## config.mk

```make
export PLATFORM = sky130hd
export DESIGN_NAME = mem_port_arbiter_flat
export DESIGN_NICKNAME = d
export VERILOG_FILES = /design/src/rtl/mem_port_arbiter_if.sv /design/src/rtl/mem_port_arbiter.sv /design/src/flat_wrapper.sv
export SDC_FILE = /design/constraint.sdc
export NUM_CORES = 1
export LEC_CHECK = 0
export BUFFER_PORTS_ARGS = -buffer_cell sky130_fd_sc_hd__buf_2
export CAP_MARGIN = 20
export CORE_UTILIZATION = 45
export CTS_CLUSTER_DIAMETER = 120
export CTS_CLUSTER_SIZE = 40
export DETAILED_ROUTE_END_ITERATION = 7
export PLACE_DENSITY = 0.78
export SLEW_MARGIN = 20
export SYNTH_ARGS = -nofsm -noshare
export SYNTH_HDL_FRONTEND = slang
export SYNTH_SLANG_ARGS = --single-unit
```

## constraint.sdc

```tcl
create_clock -name clk -period 5.1 [get_ports clk]
set_clock_uncertainty 0.05 [all_clocks]
set_input_delay 0.51 -clock clk [delete_from_list [all_inputs] [get_ports clk]]
set_output_delay 0.51 -clock clk [all_outputs]
set_load 0.02 [all_outputs]
```

## src/rtl/mem_port_arbiter_if.sv

```systemverilog
// Bundle of requester-side and memory-side signals around the shared memory port.
// The slave modport is the arbiter's view; master is the environment's view.
interface mem_port_arbiter_if #(
  parameter int LENGTH = 32
);
  logic              if_req;
  logic [LENGTH-1:0] if_addr;
  logic [LENGTH-1:0] if_rdata;
  logic              if_ready;
  logic              dm_req;
  logic              dm_we;
  logic [LENGTH-1:0] dm_addr;
  logic [LENGTH-1:0] dm_wdata;
  logic [LENGTH-1:0] dm_rdata;
  logic              dm_ready;
  logic              mem_req;
  logic              mem_we;
  logic [LENGTH-1:0] mem_addr;
  logic [LENGTH-1:0] mem_wdata;
  logic [LENGTH-1:0] mem_rdata;
  logic              mem_ack;
  logic              grant_d;
  logic              busy;
  logic              err;

  modport slave (
    input  if_req, if_addr, dm_req, dm_we, dm_addr, dm_wdata, mem_rdata, mem_ack,
    output if_rdata, if_ready, dm_rdata, dm_ready,
    output mem_req, mem_we, mem_addr, mem_wdata, grant_d, busy, err
  );

  modport master (
    output if_req, if_addr, dm_req, dm_we, dm_addr, dm_wdata, mem_rdata, mem_ack,
    input  if_rdata, if_ready, dm_rdata, dm_ready,
    input  mem_req, mem_we, mem_addr, mem_wdata, grant_d, busy, err
  );
endinterface

```

## src/rtl/mem_port_arbiter.sv

```systemverilog
// Round-robin arbiter sharing one memory port between instruction fetch and data access,
// with back-to-back hand-over on ack and a watchdog that aborts unacknowledged transfers.
module mem_port_arbiter #(
  parameter int LENGTH  = 32,
  parameter int TIMEOUT = 255
) (
  input logic              clk,
  input logic              rst,
  mem_port_arbiter_if.slave bus
);
  localparam int CW = $clog2(TIMEOUT + 1);
  localparam logic [CW-1:0] LIMIT = CW'(TIMEOUT - 1);

  typedef enum logic [1:0] {
    IDLE    = 2'd0,
    SERVE_I = 2'd1,
    SERVE_D = 2'd2
  } state_t;

  state_t          state_r;
  logic            last_d_r;
  logic [CW-1:0]   cnt_r;
  logic            start_s;
  logic            start_d_s;
  logic            done_s;
  logic            abort_s;

  // Decide completion/abort of the current owner and who (if anyone) starts next
  always_comb begin
    start_s   = 1'b0;
    start_d_s = 1'b0;
    done_s    = 1'b0;
    abort_s   = 1'b0;
    case (state_r)
      IDLE: begin
        start_s   = bus.if_req | bus.dm_req;
        start_d_s = bus.dm_req & (~bus.if_req | ~last_d_r);
      end
      SERVE_I: begin
        // the just-served side is excluded, so only the data side can follow
        done_s    = bus.mem_ack;
        abort_s   = ~bus.mem_ack & (cnt_r == LIMIT);
        start_s   = bus.mem_ack & bus.dm_req;
        start_d_s = 1'b1;
      end
      SERVE_D: begin
        done_s    = bus.mem_ack;
        abort_s   = ~bus.mem_ack & (cnt_r == LIMIT);
        start_s   = bus.mem_ack & bus.if_req;
        start_d_s = 1'b0;
      end
      default: begin
        start_s   = 1'b0;
        start_d_s = 1'b0;
      end
    endcase
  end

  // Ownership FSM with registered memory request, read data, ready pulses and error flag
  always_ff @(posedge clk or negedge rst) begin
    if (!rst) begin
      state_r       <= IDLE;
      last_d_r      <= 1'b0;
      cnt_r         <= {CW{1'b0}};
      bus.mem_req   <= 1'b0;
      bus.mem_we    <= 1'b0;
      bus.mem_addr  <= {LENGTH{1'b0}};
      bus.mem_wdata <= {LENGTH{1'b0}};
      bus.if_rdata  <= {LENGTH{1'b0}};
      bus.if_ready  <= 1'b0;
      bus.dm_rdata  <= {LENGTH{1'b0}};
      bus.dm_ready  <= 1'b0;
      bus.grant_d   <= 1'b0;
      bus.busy      <= 1'b0;
      bus.err       <= 1'b0;
    end else begin
      bus.if_ready <= 1'b0;
      bus.dm_ready <= 1'b0;
      if (done_s || abort_s) begin
        if (state_r == SERVE_D) begin
          bus.dm_rdata <= done_s ? bus.mem_rdata : {LENGTH{1'b0}};
          bus.dm_ready <= 1'b1;
        end else begin
          bus.if_rdata <= done_s ? bus.mem_rdata : {LENGTH{1'b0}};
          bus.if_ready <= 1'b1;
        end
      end
      if (abort_s) begin
        bus.err <= 1'b1;
      end
      if (start_s) begin
        state_r       <= start_d_s ? SERVE_D : SERVE_I;
        last_d_r      <= start_d_s;
        cnt_r         <= {CW{1'b0}};
        bus.mem_req   <= 1'b1;
        bus.busy      <= 1'b1;
        bus.grant_d   <= start_d_s;
        bus.mem_addr  <= start_d_s ? bus.dm_addr : bus.if_addr;
        bus.mem_we    <= start_d_s & bus.dm_we;
        bus.mem_wdata <= start_d_s ? bus.dm_wdata : {LENGTH{1'b0}};
      end else if (done_s || abort_s) begin
        state_r     <= IDLE;
        bus.mem_req <= 1'b0;
        bus.busy    <= 1'b0;
      end else if (state_r != IDLE) begin
        cnt_r <= cnt_r + CW'(1);
      end
    end
  end
endmodule
```

## src/flat_wrapper.sv

```systemverilog
// flat-port wrapper written by rule: the top's interface ports become plain ports
module mem_port_arbiter_flat 
#(
  parameter int LENGTH  = 32,
  parameter int TIMEOUT = 255
)
  (clk, rst, bus_if_req, bus_if_addr, bus_dm_req, bus_dm_we, bus_dm_addr, bus_dm_wdata, bus_mem_rdata, bus_mem_ack, bus_if_rdata, bus_if_ready, bus_dm_rdata, bus_dm_ready, bus_mem_req, bus_mem_we, bus_mem_addr, bus_mem_wdata, bus_grant_d, bus_busy, bus_err);
  mem_port_arbiter_if #(.LENGTH(LENGTH)) bus_i ();
  input logic clk;
  input logic rst;
  input wire logic [$bits(bus_i.if_req)-1:0] bus_if_req;
  input wire logic [$bits(bus_i.if_addr)-1:0] bus_if_addr;
  input wire logic [$bits(bus_i.dm_req)-1:0] bus_dm_req;
  input wire logic [$bits(bus_i.dm_we)-1:0] bus_dm_we;
  input wire logic [$bits(bus_i.dm_addr)-1:0] bus_dm_addr;
  input wire logic [$bits(bus_i.dm_wdata)-1:0] bus_dm_wdata;
  input wire logic [$bits(bus_i.mem_rdata)-1:0] bus_mem_rdata;
  input wire logic [$bits(bus_i.mem_ack)-1:0] bus_mem_ack;
  output wire logic [$bits(bus_i.if_rdata)-1:0] bus_if_rdata;
  output wire logic [$bits(bus_i.if_ready)-1:0] bus_if_ready;
  output wire logic [$bits(bus_i.dm_rdata)-1:0] bus_dm_rdata;
  output wire logic [$bits(bus_i.dm_ready)-1:0] bus_dm_ready;
  output wire logic [$bits(bus_i.mem_req)-1:0] bus_mem_req;
  output wire logic [$bits(bus_i.mem_we)-1:0] bus_mem_we;
  output wire logic [$bits(bus_i.mem_addr)-1:0] bus_mem_addr;
  output wire logic [$bits(bus_i.mem_wdata)-1:0] bus_mem_wdata;
  output wire logic [$bits(bus_i.grant_d)-1:0] bus_grant_d;
  output wire logic [$bits(bus_i.busy)-1:0] bus_busy;
  output wire logic [$bits(bus_i.err)-1:0] bus_err;
  assign bus_i.if_req = bus_if_req;
  assign bus_i.if_addr = bus_if_addr;
  assign bus_i.dm_req = bus_dm_req;
  assign bus_i.dm_we = bus_dm_we;
  assign bus_i.dm_addr = bus_dm_addr;
  assign bus_i.dm_wdata = bus_dm_wdata;
  assign bus_i.mem_rdata = bus_mem_rdata;
  assign bus_i.mem_ack = bus_mem_ack;
  assign bus_if_rdata = bus_i.if_rdata;
  assign bus_if_ready = bus_i.if_ready;
  assign bus_dm_rdata = bus_i.dm_rdata;
  assign bus_dm_ready = bus_i.dm_ready;
  assign bus_mem_req = bus_i.mem_req;
  assign bus_mem_we = bus_i.mem_we;
  assign bus_mem_addr = bus_i.mem_addr;
  assign bus_mem_wdata = bus_i.mem_wdata;
  assign bus_grant_d = bus_i.grant_d;
  assign bus_busy = bus_i.busy;
  assign bus_err = bus_i.err;
  mem_port_arbiter #(.LENGTH(LENGTH), .TIMEOUT(TIMEOUT)) u_core (.clk(clk), .rst(rst), .bus(bus_i));
endmodule
```

==> metrics.txt, run 1 <==
run status finished clean; number of buffers added on ports 268; required time at the endpoint of the critical path 5.40 ns; Static Leakage 4.22 nW; shortest clock period the worst path allows after layout 2.79 ns; half-perimeter wire length after detailed placement 10100 µm; pins over their slew limit 0; first-pass GRT wire length 23200 µm; RSZ-0062 raised after global routing false; HP Class in2async; startpoint of the worst-slack reg-to-reg timing path u_core.state_r[0]; share of the clock period used by the worst path after layout 0.547; Setup CP Type reg2reg; number of rows in the core area 41; most common library cells after synthesis 144 x sky130_fd_sc_hd__dfrtp_1, 132 x sky130_fd_sc_hd__nand2_1, 64 x sky130_fd_sc_hd__a22o_1; Synth async-reset ratio 1.00; most used standard cell by instance count after synthesis sky130_fd_sc_hd__dfrtp_1; origin of the worst setup path u_core.state_r[0]; Pre-antenna DRT Iters 4; overall fraction of global-route tracks in use 0.224; dominant register cell in the synthesized netlist sky130_fd_sc_hd__dfrtp_1; gr ovfl total 0; core region area 12700 µm²; maximum ir drop on the vdd rail 0.348 mV; buffer depth of the longest clock path 2; final cell count without fillers 980; worst relative slew slack 0.329; area enclosed by the die boundary 13600 µm²; clock edge transition at the registers on the reported setup and hold paths 0.06 ns; number of storage elements in the synthesis netlist 144; critical path peak fanout 105; DR vias 4999; count of routing violations after the opening detailed-route iteration 362; H-tree Lvls 4; leading cell types by total area after synthesis sky130_fd_sc_hd__dfrtp_1 61%, sky130_fd_sc_hd__a22o_1 9.5%, sky130_fd_sc_hd__nand2_1 8.4%; wire length reported by the detailed router 15200 µm; via count of the first global-routing pass 4570; Antenna Diode Count 0; routed length per placed instance 15.5 µm; synthesis-to-finish area growth 34.8%; CTS tree built; kind of start point of the critical path flip-flop; post-CTS repair timing setup buffer count 0; Pwr per Cell Area 739 nW/µm²; number of buffers added to fix hold violations after cts 0; Slew @ Worst Pin 1.01 ns; cells after synthesis 545; height of the die 117 µm; largest net degree at the start of global routing 107; CTS Root Buffer Type sky130_fd_sc_hd__clkbuf_16; element type at the critical path end flip-flop; number of enable-type register cells in the synthesized netlist 0; area post-placement 7270 µm²; number of max-capacitance violations reported 0; Fmax 359 MHz; post-synthesis sequential area ratio 0.611; IO Pins 269; data arrival time of the worst path 3.09 ns; # nets final 935; CTS sink cnt 144; yosys warns 0; post-route design area 7950 µm²; gp weighted congestion 0.737; number of instances resized during post-cts repair 0; effective utilization at floorplan 0.464; post-synth design cell area 5900 µm²; number of antenna-violating nets in the routed design 0; initial antenna violation count 0; final-layout setup total negative slack 0 ns; horizontal extent of the die 117 µm; number of nets in the synthesized netlist 685; number of cells after detailed placement 948; post-synth top area share 0.611; layout cells sized above 1 0.397; Hold Vio Cnt, Final 0; Via density 5.10; # DRC 0; synth unique cells 33; final setup violating endpoints 0; cell taking the most area after synthesis sky130_fd_sc_hd__dfrtp_1; total clock buffers created by CTS 17; synthesized area per cell 10.8 µm²; clock insertion delay at the later pin of the skew report 0.41 ns
## worst max-delay path, cell delays in order (launching register included)
cell                      delay, ns
sky130_fd_sc_hd__dfrtp_1       0.41
sky130_fd_sc_hd__inv_1         0.08
sky130_fd_sc_hd__ha_1          0.61
sky130_fd_sc_hd__nand4_2       0.21
sky130_fd_sc_hd__a31oi_4       0.20
sky130_fd_sc_hd__buf_4         0.76
sky130_fd_sc_hd__nand3_1       0.19
sky130_fd_sc_hd__nand2_1       0.13
## layout by cell type (no fill, tap or decap), drive strengths merged
cell type / Yosys / final
buf: 36 / 274
dfrtp: 144 / 144
nand2: 132 / 132
a22o: 64 / 64
nand3: 39 / 39
nor2: 38 / 38
a31oi: 34 / 34
clkbuf: 7 / 17
inv: 7 / 12
o21ai: 8 / 8
ha: 6 / 6
bufinv: 0 / 6
a21oi: 6 / 6
a31o: 5 / 5
and3: 3 / 3
or3: 3 / 3
o211ai: 3 / 3
clkinv: 0 / 3
nand4: 3 / 3
o31ai: 2 / 2
or4: 2 / 2
nand4b: 1 / 1
xor2: 1 / 1
a21o: 1 / 1
clkinvlp: 0 / 1
## sequential cells by signal (all words and copies together) (netlist names)
signal                cells
u_core.bus.dm_rdata      32
u_core.bus.dm_ready       1
u_core.bus.err            1
u_core.bus.grant_d        1
u_core.bus.if_rdata      32
u_core.bus.if_ready       1
u_core.bus.mem_addr      32
u_core.bus.mem_req        1
u_core.bus.mem_wdata     32
u_core.bus.mem_we         1
u_core.cnt_r              8
u_core.state_r            2
## power by group
group          switching (mW)  internal, mW
combinational            1.67         0.889
clock                   0.488         0.926
sequential              0.267          1.63
## cells by family after synthesis
family,share of synthesized area
compound gates,0.168
xor+xnor,0.00148
fa+ha+maj,0.0127
buf+inv,0.0454
flops,0.611
simple gates,0.162
## layer usage
metal,up-vias,track usage,share of wire
li1,2409,-,-
met1,2354,0.278,0.42
met2,211,0.366,0.48
met3,25,0.0680,0.082
met4,0,0.0880,0.018
met5,-,0,0
## through the flow
step                      hold WS [ns]   util  total power, mW  setup WS [ns]
after floorplan                  0.164      -             3.72           3.23
after global placement           0.395  0.572             4.43           2.50
after detailed placement         0.400  0.572             4.49           2.36
after CTS                        0.197  0.625             5.93           2.32
after global routing             0.233  0.625             6.28           2.05
final                            0.148  0.625             5.88           2.31
## area by class of cell
type	instances	area, µm²
inverters	7	26.3
multi-input cells	351	2040
well taps	172	215
fillers	1078	4770
clock buffers	17	425
flip-flops and latches	144	3600
repair buffers	274	1390
clock inverters	15	254
## path summary, 6_finish.rpt
check / depth (start not counted) / slack [ns] / end
max reg2reg: 7 / 2.31 / u_core.bus.mem_wdata[8]
min: 1 / 0.15 / u_core.bus.dm_rdata[18]
max in group asynchronous: 2 / 3.78 / u_core.bus.mem_addr[27]
min in group clk: 3 / 0.26 / u_core.bus.mem_wdata[17]
max: 7 / 2.31 / u_core.bus.mem_wdata[8]
min reg2reg: 2 / 0.41 / u_core.bus.mem_wdata[29]
(Power assumes the default switching activity.)
==> run 2: changes to the inputs <==
ABC_AREA = 1   (was default)
clock period = 2.8 ns   (was 5.1 ns; I/O delays follow)
==> run 2 against run 1 <==
  * First-iteration DRC count is 1.7% lower
  * Wire length is 11% higher
  * Worst hold slack worse by 0.13 ns
  * Fmax is 25% higher
  * Die area rose by 2.7%
  * Critical endpoint is now u_core.bus.mem_wdata[15]
==> metrics.txt, run 2 <==
number of antenna-violating nets in the routed design 0 (unchanged); final cell count without fillers 1209 (+23%); maximum ir drop on the vdd rail 0.642 mV (+85%); element type at the critical path end flip-flop; most common library cells after synthesis 419 x sky130_fd_sc_hd__nand2_1, 144 x sky130_fd_sc_hd__dfrtp_1, 48 x sky130_fd_sc_hd__o21ai_0; number of buffers added on ports 268 (unchanged); final-layout setup total negative slack 0 ns (unchanged); clock edge transition at the registers on the reported setup and hold paths 0.06 ns (about the same); Slew @ Worst Pin 0.731 ns (-0.275 ns); area enclosed by the die boundary 13900 µm² (+2.7%); worst relative slew slack 0.511 (+0.182); post-synth top area share 0.595 (-0.0160); core region area 13200 µm² (+3.7%); run status finished clean; synthesis-to-finish area growth 38.8%; number of enable-type register cells in the synthesized netlist 0 (unchanged); IO Pins 269 (unchanged); most frequent standard cell in the layout excluding fill and tap cells sky130_fd_sc_hd__nand2_1; clock insertion delay at the later pin of the skew report 0.42 ns (about the same); buffer depth of the longest clock path 2 (unchanged); Pwr per Cell Area 1250 nW/µm² (+69%); internal reg-to-reg setup slack 0.57 ns (-1.75 ns); CTS sink cnt 144 (unchanged); gr ovfl total 0 (unchanged); most frequent cells in the layout 419 x sky130_fd_sc_hd__nand2_1, 267 x sky130_fd_sc_hd__buf_2, 144 x sky130_fd_sc_hd__dfrtp_1, 48 x sky130_fd_sc_hd__o21ai_0; post-synth design cell area 6060 µm² (+2.7%); Static Leakage 4.87 nW (+15%); pins over their slew limit 0 (unchanged); initial antenna violation count 0 (unchanged); leading cell types by total area after synthesis sky130_fd_sc_hd__dfrtp_1 59%, sky130_fd_sc_hd__nand2_1 26%, sky130_fd_sc_hd__o21ai_0 4.0%; Setup CP Type reg2reg; dominant register cell in the synthesized netlist sky130_fd_sc_hd__dfrtp_1; number of max-capacitance violations reported 0 (unchanged); Synth async-reset ratio 1.00 (unchanged); wire length reported by the detailed router 16800 µm (+11%); final-layout fill cell count 1144 (+6.1%); yosys warns 0 (unchanged); total clock buffers created by CTS 17 (unchanged); effective utilization at floorplan 0.459 (-0.00441); DR vias 5821 (+16%); HP Class in2reg; Pre-antenna DRT Iters 5 (+1); half-perimeter wire length after detailed placement 11500 µm (+14%); required time at the endpoint of the critical path 3.10 ns (-2.30 ns); CTS Root Buffer Type sky130_fd_sc_hd__clkbuf_16; cell count of the worst hold path 3; layout cells sized above 1 0.307 (-0.0904); post-synthesis sequential area ratio 0.595 (-0.0160); # nets final 1160 (+24%); kind of start point of the critical path flip-flop; Hold Worst Slack 0.0152 ns (-0.132 ns); Via density 4.81 (-5.6%); routed length per placed instance 13.9 µm (-10%); count of routing violations after the opening detailed-route iteration 356 (-1.7%); synth unique cells 18 (-45%); number of storage elements in the synthesis netlist 144 (unchanged); data arrival time of the worst path 2.54 ns (-0.55 ns); RSZ-0062 raised after global routing false; # DRC 0 (unchanged); horizontal extent of the die 118 µm (+1.3%); synthesized area per cell 8.22 µm² (-24%); final setup violating endpoints 0 (unchanged); critical path peak fanout 34 (-68%); number of rows in the core area 42 (+2.4%); CTS tree built; number of cells after detailed placement 1154 (+22%); number of nets in the synthesized netlist 877 (+28%); first-pass GRT wire length 27700 µm (+19%); overall fraction of global-route tracks in use 0.255 (+0.0307); largest net degree at the start of global routing 67 (-37%); Hold Vio Cnt, Final 0 (unchanged); via count of the first global-routing pass 5613 (+23%); cell taking the most area after synthesis sky130_fd_sc_hd__dfrtp_1; H-tree Lvls 4 (unchanged); height of the die 118 µm (+1.3%); share of the clock period used by the worst path after layout 0.798 (+0.251); Antenna Diode Count 0 (unchanged); gp weighted congestion 0.808 (+9.6%); Fmax 448 MHz (+25%); Final Total Pwr 10.5 mW (+79%); most used standard cell by instance count after synthesis sky130_fd_sc_hd__nand2_1; count of cells along the worst register-to-register path 8 (+1); shortest clock period the worst path allows after layout 2.23 ns (-0.555 ns); cells after synthesis 737 (+35%)
==> run 2: where the power goes <==
group | leakage, nW | total (mW) | switching [mW] | internal [mW]
registers | 1.83 | 3.44 | 0.482 | 2.96
logic | 2.74 | 4.68 | 3.27 | 1.41
clock network | 0.299 | 2.41 | 0.899 | 1.51
==> run 2: timing repair <==
item,in CTS,in global routing
resized for setup,0,0
hold buffers,23,0
endpoints found under the hold margin,86,0
endpoints found under the setup margin,0,0
buffers inserted,0,0
==> run 2: worst max-delay path: stages, from the launching register on <==
cell	delay [ns]
sky130_fd_sc_hd__dfrtp_1	0.41
sky130_fd_sc_hd__inv_1	0.10
sky130_fd_sc_hd__ha_1	0.21
sky130_fd_sc_hd__inv_2	0.05
sky130_fd_sc_hd__o21bai_2	0.16
sky130_fd_sc_hd__inv_2	0.24
sky130_fd_sc_hd__nor2_4	0.66
sky130_fd_sc_hd__nand2_1	0.17
sky130_fd_sc_hd__nand2_1	0.10
==> run 2: cell type report <==
type / instances / area (µm²) / area share
inverters: 24 / 90.1 / 0.0107
multi-input cells: 532 / 2200 / 0.261
clock inverters: 14 / 204 / 0.0242
repair buffers: 301 / 1670 / 0.198
clock buffers: 18 / 429 / 0.0510
flip-flops and latches: 144 / 3600 / 0.428
well taps: 176 / 220 / 0.0262
==> run 2: layer usage <==
layer	global-route usage	share of wire	wire length, µm
met1	0.317	0.42	7070
met2	0.418	0.47	7910
met3	0.0581	0.074	1240
met4	0.126	0.033	555
met5	0	0	0
==> run 2: stage by stage <==
step / worst slack, ns / cell area [µm²] / util
final: 0.566 / 8410 / 0.638
after global routing: 0.357 / 8410 / 0.638
after CTS: 0.574 / 8410 / 0.638
after detailed placement: 0.619 / 7550 / 0.572
after global placement: 0.670 / 7550 / 0.572
after floorplan: 1.06 / 6060 / -
==> run 2: logic make-up (layout without fill, tap and decap cells) <==
kind of cell	count (synthesis)	in the layout	synth area share
AOI/OAI and AO/OA	69	69	0.0580
xor gates and xnor gates	3	3	0.00434
adders and majority gates	6	6	0.0124
buffers and inverters	61	357	0.0425
DFF	144	144	0.595
and+or+nand+nor	454	454	0.288
==> run 2: final timing paths <==
path                                       endpoint              start
max                        u_core.bus.mem_wdata[15]  u_core.state_r[0]
min                         u_core.bus.mem_wdata[8]    bus_dm_wdata[8]
max reg2reg                u_core.bus.mem_wdata[15]  u_core.state_r[0]
min reg2reg                          u_core.bus.err     u_core.bus.err
max in group asynchronous   u_core.bus.mem_addr[30]                rst
min in group asynchronous    u_core.bus.dm_rdata[2]                rst
